**src/rtl/seq_shift_add_mult.sv**
```systemverilog
// Sequential shift-and-add multiplier: one partial product per clock, WIDTH+1 cycle latency.
// Optional macro SEQ_MULT_SIGNED_EN selects two's-complement operands and product.
module seq_shift_add_mult #(
  parameter int unsigned WIDTH = 8
) (
  input  logic               clk,
  input  logic               rst_n,
  input  logic               start,
  input  logic [WIDTH-1:0]   a,
  input  logic [WIDTH-1:0]   b,
  output logic               busy,
  output logic               done,
  output logic [2*WIDTH-1:0] product
);

  localparam int unsigned PW = 2 * WIDTH;
  localparam int unsigned CW = $clog2(WIDTH);
  localparam logic [CW-1:0] LAST_COUNT = CW'(WIDTH - 1);

  typedef enum logic [1:0] {
    IDLE = 2'd0,
    RUN  = 2'd1,
    DONE = 2'd2
  } state_t;

  state_t          state_q;
  state_t          state_d;
  logic [PW-1:0]   mcand_q;
  logic [WIDTH-1:0] mplier_q;
  logic [PW-1:0]   acc_q;
  logic [PW-1:0]   acc_d;
  logic [PW-1:0]   addend;
  logic [PW-1:0]   mcand_init;
  logic [CW-1:0]   count_q;
  logic            last_step;
  logic            load;
  logic            busy_d;
  logic            done_d;

  assign last_step = (count_q == LAST_COUNT);
  // New operands are taken whenever the FSM is not mid-multiply (IDLE or DONE).
  assign load      = (state_q != RUN) && start;

  always_ff @(posedge clk or negedge rst_n) begin
    if (!rst_n) begin
      state_q <= IDLE;
    end else begin
      state_q <= state_d;
    end
  end

  always_comb begin
    state_d = state_q;
    case (state_q)
      IDLE:    if (start) state_d = RUN;
      RUN:     if (last_step) state_d = DONE;
      DONE:    state_d = start ? RUN : IDLE;
      default: state_d = IDLE;
    endcase
  end

  always_comb begin
    busy_d = 1'b0;
    done_d = 1'b0;
    busy_d = (state_d == RUN);
    done_d = (state_d == DONE);
  end

  // Partial-product step; in signed mode the MSB weight of b is negative.
  always_comb begin
    addend = mplier_q[0] ? mcand_q : '0;
`ifdef SEQ_MULT_SIGNED_EN
    acc_d      = last_step ? (acc_q - addend) : (acc_q + addend);
    mcand_init = {{WIDTH{a[WIDTH-1]}}, a};
`else
    acc_d      = acc_q + addend;
    mcand_init = {{WIDTH{1'b0}}, a};
`endif
  end

  always_ff @(posedge clk or negedge rst_n) begin
    if (!rst_n) begin
      mcand_q  <= '0;
      mplier_q <= '0;
      acc_q    <= '0;
      count_q  <= '0;
      product  <= '0;
      busy     <= 1'b0;
      done     <= 1'b0;
    end else begin
      busy <= busy_d;
      done <= done_d;
      if (load) begin
        mcand_q  <= mcand_init;
        mplier_q <= b;
        acc_q    <= '0;
        count_q  <= '0;
      end else if (state_q == RUN) begin
        acc_q    <= acc_d;
        mcand_q  <= mcand_q << 1;
        mplier_q <= mplier_q >> 1;
        count_q  <= count_q + CW'(1);
        if (last_step) begin
          product <= acc_d;
        end
      end
    end
  end

endmodule

```
**config.mk**
```make
export PLATFORM = sky130hd
export DESIGN_NAME = seq_shift_add_mult
export DESIGN_NICKNAME = d
export VERILOG_FILES = /design/src/rtl/seq_shift_add_mult.sv
export SDC_FILE = /design/constraint.sdc
export NUM_CORES = 1
export LEC_CHECK = 0
export BUFFER_PORTS_ARGS = -buffer_cell sky130_fd_sc_hd__buf_2
export CAP_MARGIN = 20
export CORE_MARGIN = 8
export CORE_UTILIZATION = 45
export DETAILED_ROUTE_END_ITERATION = 12
export REMOVE_ABC_BUFFERS = 1
export SYNTH_ARGS = -nofsm -noshare
export SYNTH_HDL_FRONTEND = slang
export SYNTH_SLANG_ARGS = --single-unit
```
**constraint.sdc**
```tcl
create_clock -name clk -period 4.75 [get_ports clk]
set_clock_uncertainty 0.1 [all_clocks]
set_input_delay 0.7125 -clock clk [delete_from_list [all_inputs] [get_ports clk]]
set_output_delay 0.7125 -clock clk [all_outputs]
set_load 0.02 [all_outputs]
```
==> metrics.md <==
| Metric | Value |
|---|---|
| Critical path endpoint category | `flop` |
| DRT Wirelength | `7.85 mm` |
| Die Y | `105 um` |
| RSZ-0062 raised after global routing | `no` |
| Final Hold Vio Count | `0` |
| Setup slack after placement | `1830 ps` |
| Syn avg cell area | `9.18 um2` |
| Post-synth EDFFs | `0` |
| Peak supply drop | `0.211 mV` |
| CTS tree | `yes` |
| Total grt overflow | `0` |
| Max Clock Freq | `342 MHz` |
| Logic pwr share | `0.411` |
| P_sw | `1010 uW` |
| Largest net degree at the start of global routing | `64` |
| FF-to-FF setup slack | `1820 ps` |
| CTS Sinks | `63` |
| Hold Slack | `84.0 ps` |
| Worst path arrival time | `3100 ps` |
| Setup TNS | `0 ps` |
| Placed Area | `3790 um2` |
| Effective utilization at floorplan | `0.460` |
| Tmin final | `2930 ps` |
| Vias/cell | `5.36` |
| Root Driver | `clkbuf_8` |
| Post-route cell area | `4050 um2` |
| Worst Setup Slack, final | `1820 ps` |
| Antenna fix cells | `0` |
| Total leakage power | `0.00198 uW` |
| Post-synth top area cell | `dfrtp_1` |
| Top cell family by delay on the critical path | `simple AND/OR/NAND/NOR gates` |
| DR WL/cell | `15.1 um` |
| Resized cells post-CTS | `0` |
| Ys flop type | `dfrtp_1` |
| CTS buffer count | `9` |
| Core ar. | `7690 um2` |
| R2R Path Start | `mplier_q[0]` |
| Std-Cell Rows | `32` |
| Worst Path Required | `4930 ps` |
| Synth warnings | `0` |
| Iter 0 DRT Violations | `105` |
| Post-Syn Instances | `385` |
| Ports | `37` |
| Clock tree buffer depth | `2` |
| Hold crit path type | `in2async` |
| Internal power | `1510 uW` |
| Critical Path End | `acc_q[8]` |
| Die area | `10900 um2` |
| Antenna violations before repair | `0` |
| Hold_buf cts | `0` |
| CP Buf/Inv Count | `0` |
| Max incr delay on CP | `610 ps` |
| Antenna Violating Nets Remaining | `0` |
| Die Width | `105 um` |
| Dpl hpwl | `5.51 mm` |
| Top cell type's share of synthesized area | `0.446` |
| Area grow syn2layout | `14.6%` |
| Clock power share | `0.227` |
| Total number of vias | `2785` |
| Max Slew Vio Count | `0` |
| Switching part of the total | `0.401` |
| Vias in the first global route | `2798` |
| Pwr dens | `621 nW/um2` |
| Final setup viols | `0` |
| CP startpoint | `mplier_q[0]` |
| H-tree levels | `3` |
| Port Buffers | `36` |
| Final clock period utilization by the worst path | `0.616` |
| Worst r2r dst | `acc_q[8]` |
| Ranking of synthesized cells by area | `dfrtp_1 45%, o21ai_0 6.9%, nand2_1 6.7%, ha_1 6.0%, mux2i_1 5.4%` |
| Cell Chain, Critical Path | `and2_1 -> ha_1 -> fa_1 -> a21o_1 -> and4_1 -> o21a_1 -> or4_2 -> nand3_1` |
| Nets | `450` |
| Library cells used by synthesis | `44` |
| Post-synthesis sequential area ratio | `0.446` |
| Startpoint types | `flop` |
| Critical path fanouts, max | `17` |
| MaxCap Viol Count | `0` |
| Share of power burned in registers | `0.362` |
| Filler Cells Inserted | `729` |
| GRT Util Overall | `0.150` |
| Number of remaining DRC errors | `0` |
| Outcome | `finished clean` |
| Critical Path Stages | `8` |
| R2R cell count | `8` |
| Mapped cell area | `3540 um2` |
| Share of layout cells above drive strength 1 | `0.156` |
| Ys async rst share | `1.00` |
| Drt pass-1 iters | `4` |
| Flops & latches, synth | `63` |
| Worst-path clk slew | `70 ps` |
| Worst slew pin tran | `940 ps` |
| Setup CP Type | `reg2reg` |
| GPL Wtd Cong | `0.876` |
| Clk_lat worst skew | `340 ps` |
| Setup Buffers After CTS | `0` |
| First-pass GRT wire length | `13.5 mm` |
| Worst slew margin | `0.372` |
| Crit-path slowest cell | `or4_2` |
## cells by family after synthesis
family	Yosys count	synth area share
buf+inv	30	0.0322
mux	19	0.0538
flops	63	0.446
simple gates	144	0.197
xor+xnor	11	0.0272
compound gates	100	0.178
fa+ha+maj	18	0.0658
## per-stage QoR
stage	cells	total power, uW	util
5_1_grt	520	2730	0.527
4_1_cts	519	2540	0.525
3_5_place_dp	503	1960	0.493
2_1_floorplan	361	1640	-
3_3_place_gp	503	1940	0.493
6_report	520	2520	0.527
## power groups by stage
stage	sequential, uW	clock, uW	combinational, uW
3_3_place_gp	918	0	1020
5_1_grt	948	607	1180
2_1_floorplan	968	0	671
3_5_place_dp	921	0	1040
6_report	911	572	1030
4_1_cts	914	587	1040
## Yosys cell counts (all sizes together) (4+ instances only)
cell	n
dfrtp	63
nand2	63
o21ai	49
clkbuf	22
nand3	20
mux2i	19
ha	17
and2	16
a21oi	13
nor2	13
xor2	8
inv	6
a211oi	5
and3	5
nor3	5
o211ai	5
a211o	4
a21o	4
a31oi	4
and4	4
nand2b	4
nand4	4
or2	4
## cell type report
class	count	area, um2	share of cell area
clock inverters	7	120	0.0296
well taps	102	128	0.0315
multi-input cells	292	1850	0.457
inverters	6	22.5	0.00556
clock buffers	9	124	0.0306
repair buffers	41	230	0.0568
flip-flops and latches	63	1580	0.389
## state kept, by name, indices dropped and copies added (netlist names)
| register | cells |
|---|---|
| done | 1 |
| state_q | 2 |
| count_q | 3 |
| mcand_q | 16 |
| acc_q | 16 |
| product | 16 |
| busy | 1 |
| mplier_q | 8 |
## worst min path at each step
stage | cells after the start | from | endpoint
final | 1 | rst_n | acc_q[5]
after global routing | 1 | rst_n | acc_q[7]
after CTS | 2 | product[9] | product[9]
after detailed placement | 2 | product[0] | product[0]
after global placement | 2 | product[9] | product[9]
after floorplan | 0 | rst_n | acc_q[0]
## layout by cell type (no fill, tap or decap), types with 2 or more instances in the layout
| cell type | synthesis | layout |
|---|---|---|
| a211o_1 | 4 | 4 |
| a211oi_1 | 5 | 5 |
| a21o_1 | 4 | 4 |
| a21oi_1 | 13 | 13 |
| a31oi_1 | 4 | 4 |
| and2_1 | 16 | 16 |
| and3_1 | 5 | 5 |
| and4_1 | 4 | 4 |
| buf_2 | 1 | 36 |
| buf_4 | 0 | 4 |
| bufinv_16 | 0 | 3 |
| clkbuf_8 | 0 | 9 |
| dfrtp_1 | 63 | 63 |
| ha_1 | 17 | 17 |
| inv_1 | 6 | 6 |
| mux2i_1 | 19 | 19 |
| nand2_1 | 63 | 63 |
| nand2b_1 | 4 | 4 |
| nand3_1 | 20 | 20 |
| nand4_1 | 4 | 4 |
| nor2_1 | 13 | 13 |
| nor3_1 | 5 | 5 |
| nor3b_1 | 2 | 2 |
| o211ai_1 | 5 | 5 |
| o21a_1 | 2 | 2 |
| o21ai_0 | 49 | 49 |
| o22ai_1 | 2 | 2 |
| o311ai_0 | 2 | 2 |
| o31ai_1 | 2 | 2 |
| or2_2 | 3 | 3 |
| or4_2 | 2 | 2 |
| xnor2_1 | 3 | 3 |
| xor2_1 | 8 | 8 |
## metal layers
layer,GRT usage,up-vias,share of wire
li1,-,1425,-
met1,0.188,1281,0.47
met2,0.240,67,0.46
met3,0.0467,12,0.055
met4,0.0520,0,0.014
met5,0,-,0
Power figures use the tool's default switching activity.
